===== config.mk =====
export PLATFORM = sky130hd
export DESIGN_NAME = ram_port_arbiter
export DESIGN_NICKNAME = d
export VERILOG_FILES = /design/src/rtl/ram_port_arbiter.sv
export SDC_FILE = /design/constraint.sdc
export NUM_CORES = 1
export LEC_CHECK = 0
export ABC_AREA = 1
export CORE_AREA = 4 4 88 90
export CTS_CLUSTER_DIAMETER = 150
export DETAILED_ROUTE_END_ITERATION = 16
export DIE_AREA = 0 0 92 94
export PLACE_DENSITY = 0.78
export SLEW_MARGIN = 40
export SYNTH_ARGS = -nofsm -noshare
export SYNTH_HDL_FRONTEND = slang
export SYNTH_SLANG_ARGS = --single-unit

===== constraint.sdc =====
create_clock -name clock -period 5.6 [get_ports clock]
set_clock_uncertainty 0.15 [all_clocks]
set_input_delay 1.12 -clock clock [delete_from_list [all_inputs] [get_ports clock]]
set_output_delay 1.12 -clock clock [all_outputs]
set_load 0.01 [all_outputs]

===== src/rtl/ram_port_arbiter.sv =====
// Round-robin arbiter sharing one RAM port among NUM_REQ requesters, with per-requester bounded lock (burst).
// Latency: grant/RAM command combinational in issue cycle T; read response (rsp_valid/rsp_id/rsp_data) during T+1.
// Backpressure: req_ready is a one-hot grant; a requester holds addr/wb/wdata stable until valid&ready.
//
// Ports:
//   clock, reset                 - rising-edge clock, asynchronous active-high reset
//   req_valid/req_lock           - per-requester request and keep-grant (burst) flags
//   req_addr/req_wb/req_wdata    - per-requester command, requester i at slice i
//   req_ready                    - one-hot grant
//   rsp_valid/rsp_id/rsp_data    - read response, tagged with the owning requester
//   mem_enable/mem_addr/mem_wb/mem_wdata/mem_rdata - RAM port (rdata registered inside the RAM)
module ram_port_arbiter #(
    parameter int NUM_REQ  = 2,
    parameter int ADDR_W   = 16,
    parameter int MAX_LOCK = 16,
    localparam int IDW     = (NUM_REQ > 1) ? $clog2(NUM_REQ) : 1
) (
    input  logic                      clock,
    input  logic                      reset,
    input  logic [NUM_REQ-1:0]        req_valid,
    input  logic [NUM_REQ-1:0]        req_lock,
    input  logic [NUM_REQ*ADDR_W-1:0] req_addr,
    input  logic [NUM_REQ*4-1:0]      req_wb,
    input  logic [NUM_REQ*32-1:0]     req_wdata,
    output logic [NUM_REQ-1:0]        req_ready,
    output logic                      rsp_valid,
    output logic [IDW-1:0]            rsp_id,
    output logic [31:0]               rsp_data,
    output logic                      mem_enable,
    output logic [ADDR_W-1:0]         mem_addr,
    output logic [3:0]                mem_wb,
    output logic [31:0]               mem_wdata,
    input  logic [31:0]               mem_rdata
);

    localparam int CNTW = $clog2(MAX_LOCK + 1);

    typedef enum logic {
        S_IDLE   = 1'b0,
        S_LOCKED = 1'b1
    } state_t;

    state_t            r_state, w_state_nxt;
    logic [IDW-1:0]    r_owner, w_owner_nxt;
    logic [IDW-1:0]    r_ptr,   w_ptr_nxt;
    logic [CNTW-1:0]   r_cnt,   w_cnt_nxt;
    logic              r_rsp_valid;
    logic [IDW-1:0]    r_rsp_id;

    logic              w_gnt_vld;
    logic [IDW-1:0]    w_gnt_id;
    logic [3:0]        w_sel_wb;

    function automatic logic [IDW-1:0] f_next(input logic [IDW-1:0] id);
        return (int'(id) == NUM_REQ - 1) ? '0 : id + 1'b1;
    endfunction

    // Grant selection. Nothing is granted while reset is high so no request
    // is considered accepted during reset.
    always_comb begin
        logic [IDW-1:0] cand;
        w_gnt_vld = 1'b0;
        w_gnt_id  = '0;
        cand      = '0;
        if (!reset) begin
            if (r_state == S_LOCKED) begin
                // Owner-only; an idle owner leaves a bubble on the RAM port.
                w_gnt_vld = req_valid[r_owner];
                w_gnt_id  = r_owner;
            end else begin
                for (int k = 0; k < NUM_REQ; k++) begin
                    cand = IDW'((int'(r_ptr) + k) % NUM_REQ);
                    if (!w_gnt_vld && req_valid[cand]) begin
                        w_gnt_vld = 1'b1;
                        w_gnt_id  = cand;
                    end
                end
            end
        end
    end

    always_comb begin
        req_ready = '0;
        if (w_gnt_vld) begin
            req_ready[w_gnt_id] = 1'b1;
        end
    end

    assign w_sel_wb   = req_wb[w_gnt_id*4 +: 4];
    assign mem_enable = w_gnt_vld;
    assign mem_addr   = w_gnt_vld ? req_addr[w_gnt_id*ADDR_W +: ADDR_W] : '0;
    assign mem_wb     = w_gnt_vld ? w_sel_wb : 4'b0000;
    assign mem_wdata  = w_gnt_vld ? req_wdata[w_gnt_id*32 +: 32] : 32'h0;

    assign rsp_valid  = r_rsp_valid;
    assign rsp_id     = r_rsp_id;
    assign rsp_data   = mem_rdata;

    // Lock FSM and RR pointer. A lock ends when the owner drops req_lock
    // (whether its last request is accepted or it is simply idle), or when the
    // hold reaches MAX_LOCK cycles. Leaving the lock always points RR at
    // owner+1, which puts the owner last in the next search: any other valid
    // requester therefore wins that arbitration cycle.
    always_comb begin
        w_state_nxt = r_state;
        w_owner_nxt = r_owner;
        w_cnt_nxt   = r_cnt;
        w_ptr_nxt   = r_ptr;
        case (r_state)
            S_IDLE: begin
                if (w_gnt_vld) begin
                    w_ptr_nxt = f_next(w_gnt_id);
                    if (req_lock[w_gnt_id] && (MAX_LOCK > 1)) begin
                        w_state_nxt = S_LOCKED;
                        w_owner_nxt = w_gnt_id;
                        w_cnt_nxt   = CNTW'(1);
                    end
                end
            end
            S_LOCKED: begin
                // Counts every locked cycle, bubbles included.
                w_cnt_nxt = r_cnt + 1'b1;
                if (!req_lock[r_owner] || (r_cnt >= CNTW'(MAX_LOCK - 1))) begin
                    w_state_nxt = S_IDLE;
                    w_cnt_nxt   = '0;
                    w_ptr_nxt   = f_next(r_owner);
                end
            end
            default: begin
                w_state_nxt = S_IDLE;
                w_cnt_nxt   = '0;
            end
        endcase
    end

    always_ff @(posedge clock or posedge reset) begin
        if (reset) begin
            r_state     <= S_IDLE;
            r_owner     <= '0;
            r_ptr       <= '0;
            r_cnt       <= '0;
            r_rsp_valid <= 1'b0;
            r_rsp_id    <= '0;
        end else begin
            r_state     <= w_state_nxt;
            r_owner     <= w_owner_nxt;
            r_ptr       <= w_ptr_nxt;
            r_cnt       <= w_cnt_nxt;
            // Only reads produce a response; writes complete on acceptance.
            r_rsp_valid <= w_gnt_vld && (w_sel_wb == 4'b0000);
            if (w_gnt_vld) begin
                r_rsp_id <= w_gnt_id;
            end
        end
    end

endmodule


==> run_results.csv <==
group,metric,value,unit
floorplan,io_pins,231,
setup_path,crit_buf_inv,5,
setup_path,crit_path_frequent_cell,"nand2_1",
layout,utilization,43.3,%
cts,clock_path_buffers,2,
power,power.leakage,1.46,nW
logic_synthesis,synth_seq_area_share,16.4,%
logic_synthesis,synthTopCellsByArea,"nand2_1, dfrtp_1, buf_4, nand3_1, inv_1",
cts,cts_made_buffers,3,
drt,via_per_inst,4.12,
floorplan,fp.dieH,94,µm
cts,cts_setup_buffers,0,
timing,hold_viol,0,
cts,cts_num_sinks,10,
layout,layout-drive-gt1-share,3.88,%
floorplan,die_w,92,µm
timing,hold_slack,0.351,ns
drt,first_pass_iters,4,
logic_synthesis,ys_ff_latch,10,
timing,slew_headroom,57.7,%
floorplan,die_area,0.00865,mm²
setup_path,path_class,"in2out",
timing,setup_violations,0,
logic_synthesis,synth.distinct_cells,22,
cts,cts_tree,"built",
placed_design,gp_congestion,0.902,
cts,cts_hold_buf,0,
drt,drc,0,
setup_path,cp_cell_sequence,"clkdlybuf4s50_1 > inv_1 > nand3_1 > nand2_2 > nand2_1 > inv_2 > buf_12 > nand2_1 > nand2_1 > clkdlybuf4s50_1",
setup_path,startpoint_type,"input pin",
logic_synthesis,netlist_instances,284,
floorplan,start_util,21.7,%
global_routing,grt_use_total,13.8,%
logic_synthesis,netlist_area,0.00153,mm²
setup_path,slowest_delay,0.55,ns
logic_synthesis,synth_top_area_cell,"nand2_1",
logic_synthesis,yosysTopAreaCellShare,42.7,%
layout,nNetsFinal,558,
layout,layout_common_cells,"nand2_1, clkdlybuf4s50_1, inv_1, nand3_1, dfrtp_1",
drt,via_count,2103,
floorplan,core_region_area,0.00706,mm²
placed_design,place.port_buffers,166,
cts,cts_max_level,1,
timing,tns,0,ns
timing,rsz0062_at_grt,"no",
layout,final_common_cell,"nand2_1",
timing,drv_slew,0,
setup_path,crit_family,"buffers and inverters",
cts,root_buffer,"clkbuf_8",
layout,fillers,710,
timing,worst_slew_pin_slew,0.635,ns
drt,drt_wl_total,6550,µm
outcome,status,"finished, final reports clean",
logic_synthesis,syn-num-nets,428,
timing,period_minus_slack,4.88,ns
layout,area_growth,99.8,%
setup_path,end_kind,"primary output",
cts,clkTransAtPathRegs,0.04,ns
drt,antenna_left,0,
logic_synthesis,syn_avg_cell_area,5.38,µm²
run,drv_cap,0,
placed_design,hpwl,5640,µm
global_routing,grt_remaining_overflow,0,
global_routing,grt_max_degree,50,
min_path,hp-class,"reg2reg",
setup_path,cp_max_fo,27,
layout,n_antenna_cell,0,
drt,wl_per_cell,12.8,µm
logic_synthesis,yosysWarningCount,0,
timing,min_period_over_period,87.2,%
floorplan,num_rows,31,
drt,drtIter0Drc,64,
global_routing,antenna_found_initial,2,
power,ir_drop,153,µV
global_routing,grt_pass1_wl,9850,µm
power,power.density,246,mW/mm²
cts,clk_latency,0.23,ns
cts,cts_resized,0,
setup_path,arrival,3.61,ns
setup_path,crit_slowest_cell,"clkdlybuf4s50_1",
setup_path,crit_required,4.33,ns
global_routing,grt_pass1_vias,2076,
timing,fmaxAchievable,205,MHz
worst paths after layout:
check / slack (ns) / endpoint / startpoint / cells past startpoint
max in group asynchronous: 3.91 / r_ptr / reset / 2
min in group asynchronous: 1.09 / rsp_valid / reset / 2
setup / recovery: 0.72 / mem_wdata[24] / reset / 10
setup reg to reg: 3.63 / r_cnt[0] / r_cnt[0] / 10
hold reg to reg: 0.35 / r_ptr / r_ptr / 2
hold / removal: 0.35 / r_ptr / r_ptr / 2
flip-flops by register name, indices dropped and copies added, names as in the netlist:
signal     cells
rsp_valid      1
r_owner        1
r_cnt          5
rsp_id         1
r_state        1
r_ptr          1
through the flow:
| step | setup slack (ns) | instance area [µm²] | power, mW | instances |
|---|---|---|---|---|
| final | 0.718 | 3060 | 0.751 | 511 |
| after global placement | 0.733 | 3010 | 0.677 | 508 |
| after global routing | 0.445 | 3060 | 0.819 | 511 |
| after CTS | 0.672 | 3060 | 0.760 | 511 |
| after detailed placement | 0.685 | 3010 | 0.685 | 508 |
| after floorplan | 2.07 | 1530 | 0.406 | 284 |
cell type report:
| class | count | area [µm²] | share of cell area, % |
|---|---|---|---|
| Timing Repair Buffer | 167 | 1680 | 55.0 |
| Sequential cell | 10 | 250 | 8.19 |
| Multi-Input combinational cell | 216 | 896 | 29.3 |
| Tap cell | 99 | 124 | 4.05 |
| Inverter | 16 | 62.6 | 2.05 |
| Clock buffer | 3 | 41.3 | 1.35 |
worst reg2reg max path, stage by stage, from the launching register on:
cell and delay [ns]:
dfrtp_1 0.40, ha_1 0.21, nand2_1 0.08, nor2_1 0.05
ha_1 0.17, nor2_1 0.08, nand2_1 0.06, nor2_1 0.18
nand2_1 0.16, or2_2 0.30, nand3_1 0.08
synthesized netlist by cell type:
| cell | number |
|---|---|
| a21oi_2 | 1 |
| and3_1 | 1 |
| buf_2 | 4 |
| buf_4 | 33 |
| buf_6 | 3 |
| buf_8 | 1 |
| clkbuf_1 | 1 |
| clkinv_2 | 2 |
| dfrtp_1 | 10 |
| ha_1 | 2 |
| inv_1 | 12 |
| inv_2 | 2 |
| nand2_1 | 174 |
| nand2_2 | 3 |
| nand2_4 | 1 |
| nand3_1 | 12 |
| nand3b_1 | 2 |
| nand4_1 | 2 |
| nor2_1 | 9 |
| o21ai_0 | 5 |
| o21bai_1 | 1 |
| or2_2 | 3 |
logic make-up (layout without fill, tap and decap cells):
logic type | after synthesis | in the layout | synth area share [%]
adders and majority gates | 2 | 2 | 1.64
buffers and inverters | 58 | 186 | 25.0
AOI/OAI and AO/OA | 7 | 7 | 2.70
and+or+nand+nor | 207 | 207 | 54.3
DFF | 10 | 10 | 16.4
where the power goes:
group          total [mW]  internal (mW)  switching [mW]  leakage, nW
Clock              0.0712         0.0467          0.0244       0.0216
Sequential          0.118         0.0947          0.0237        0.132
Combinational       0.561          0.300           0.261         1.31
metal layers:
| layer | wire [µm] | vias up | global-route usage (%) | share of wire (%) |
|---|---|---|---|---|
| met5 | 21 | - | 0 | 0.32 |
| met2 | 3280 | 122 | 24.8 | 50 |
| met1 | 2480 | 891 | 15.8 | 38 |
| li1 | - | 1080 | - | - |
| met3 | 757 | 6 | 5.61 | 12 |
| met4 | 12 | 4 | 1.86 | 0.18 |
Note: power is estimated with default switching activity, not from simulation.
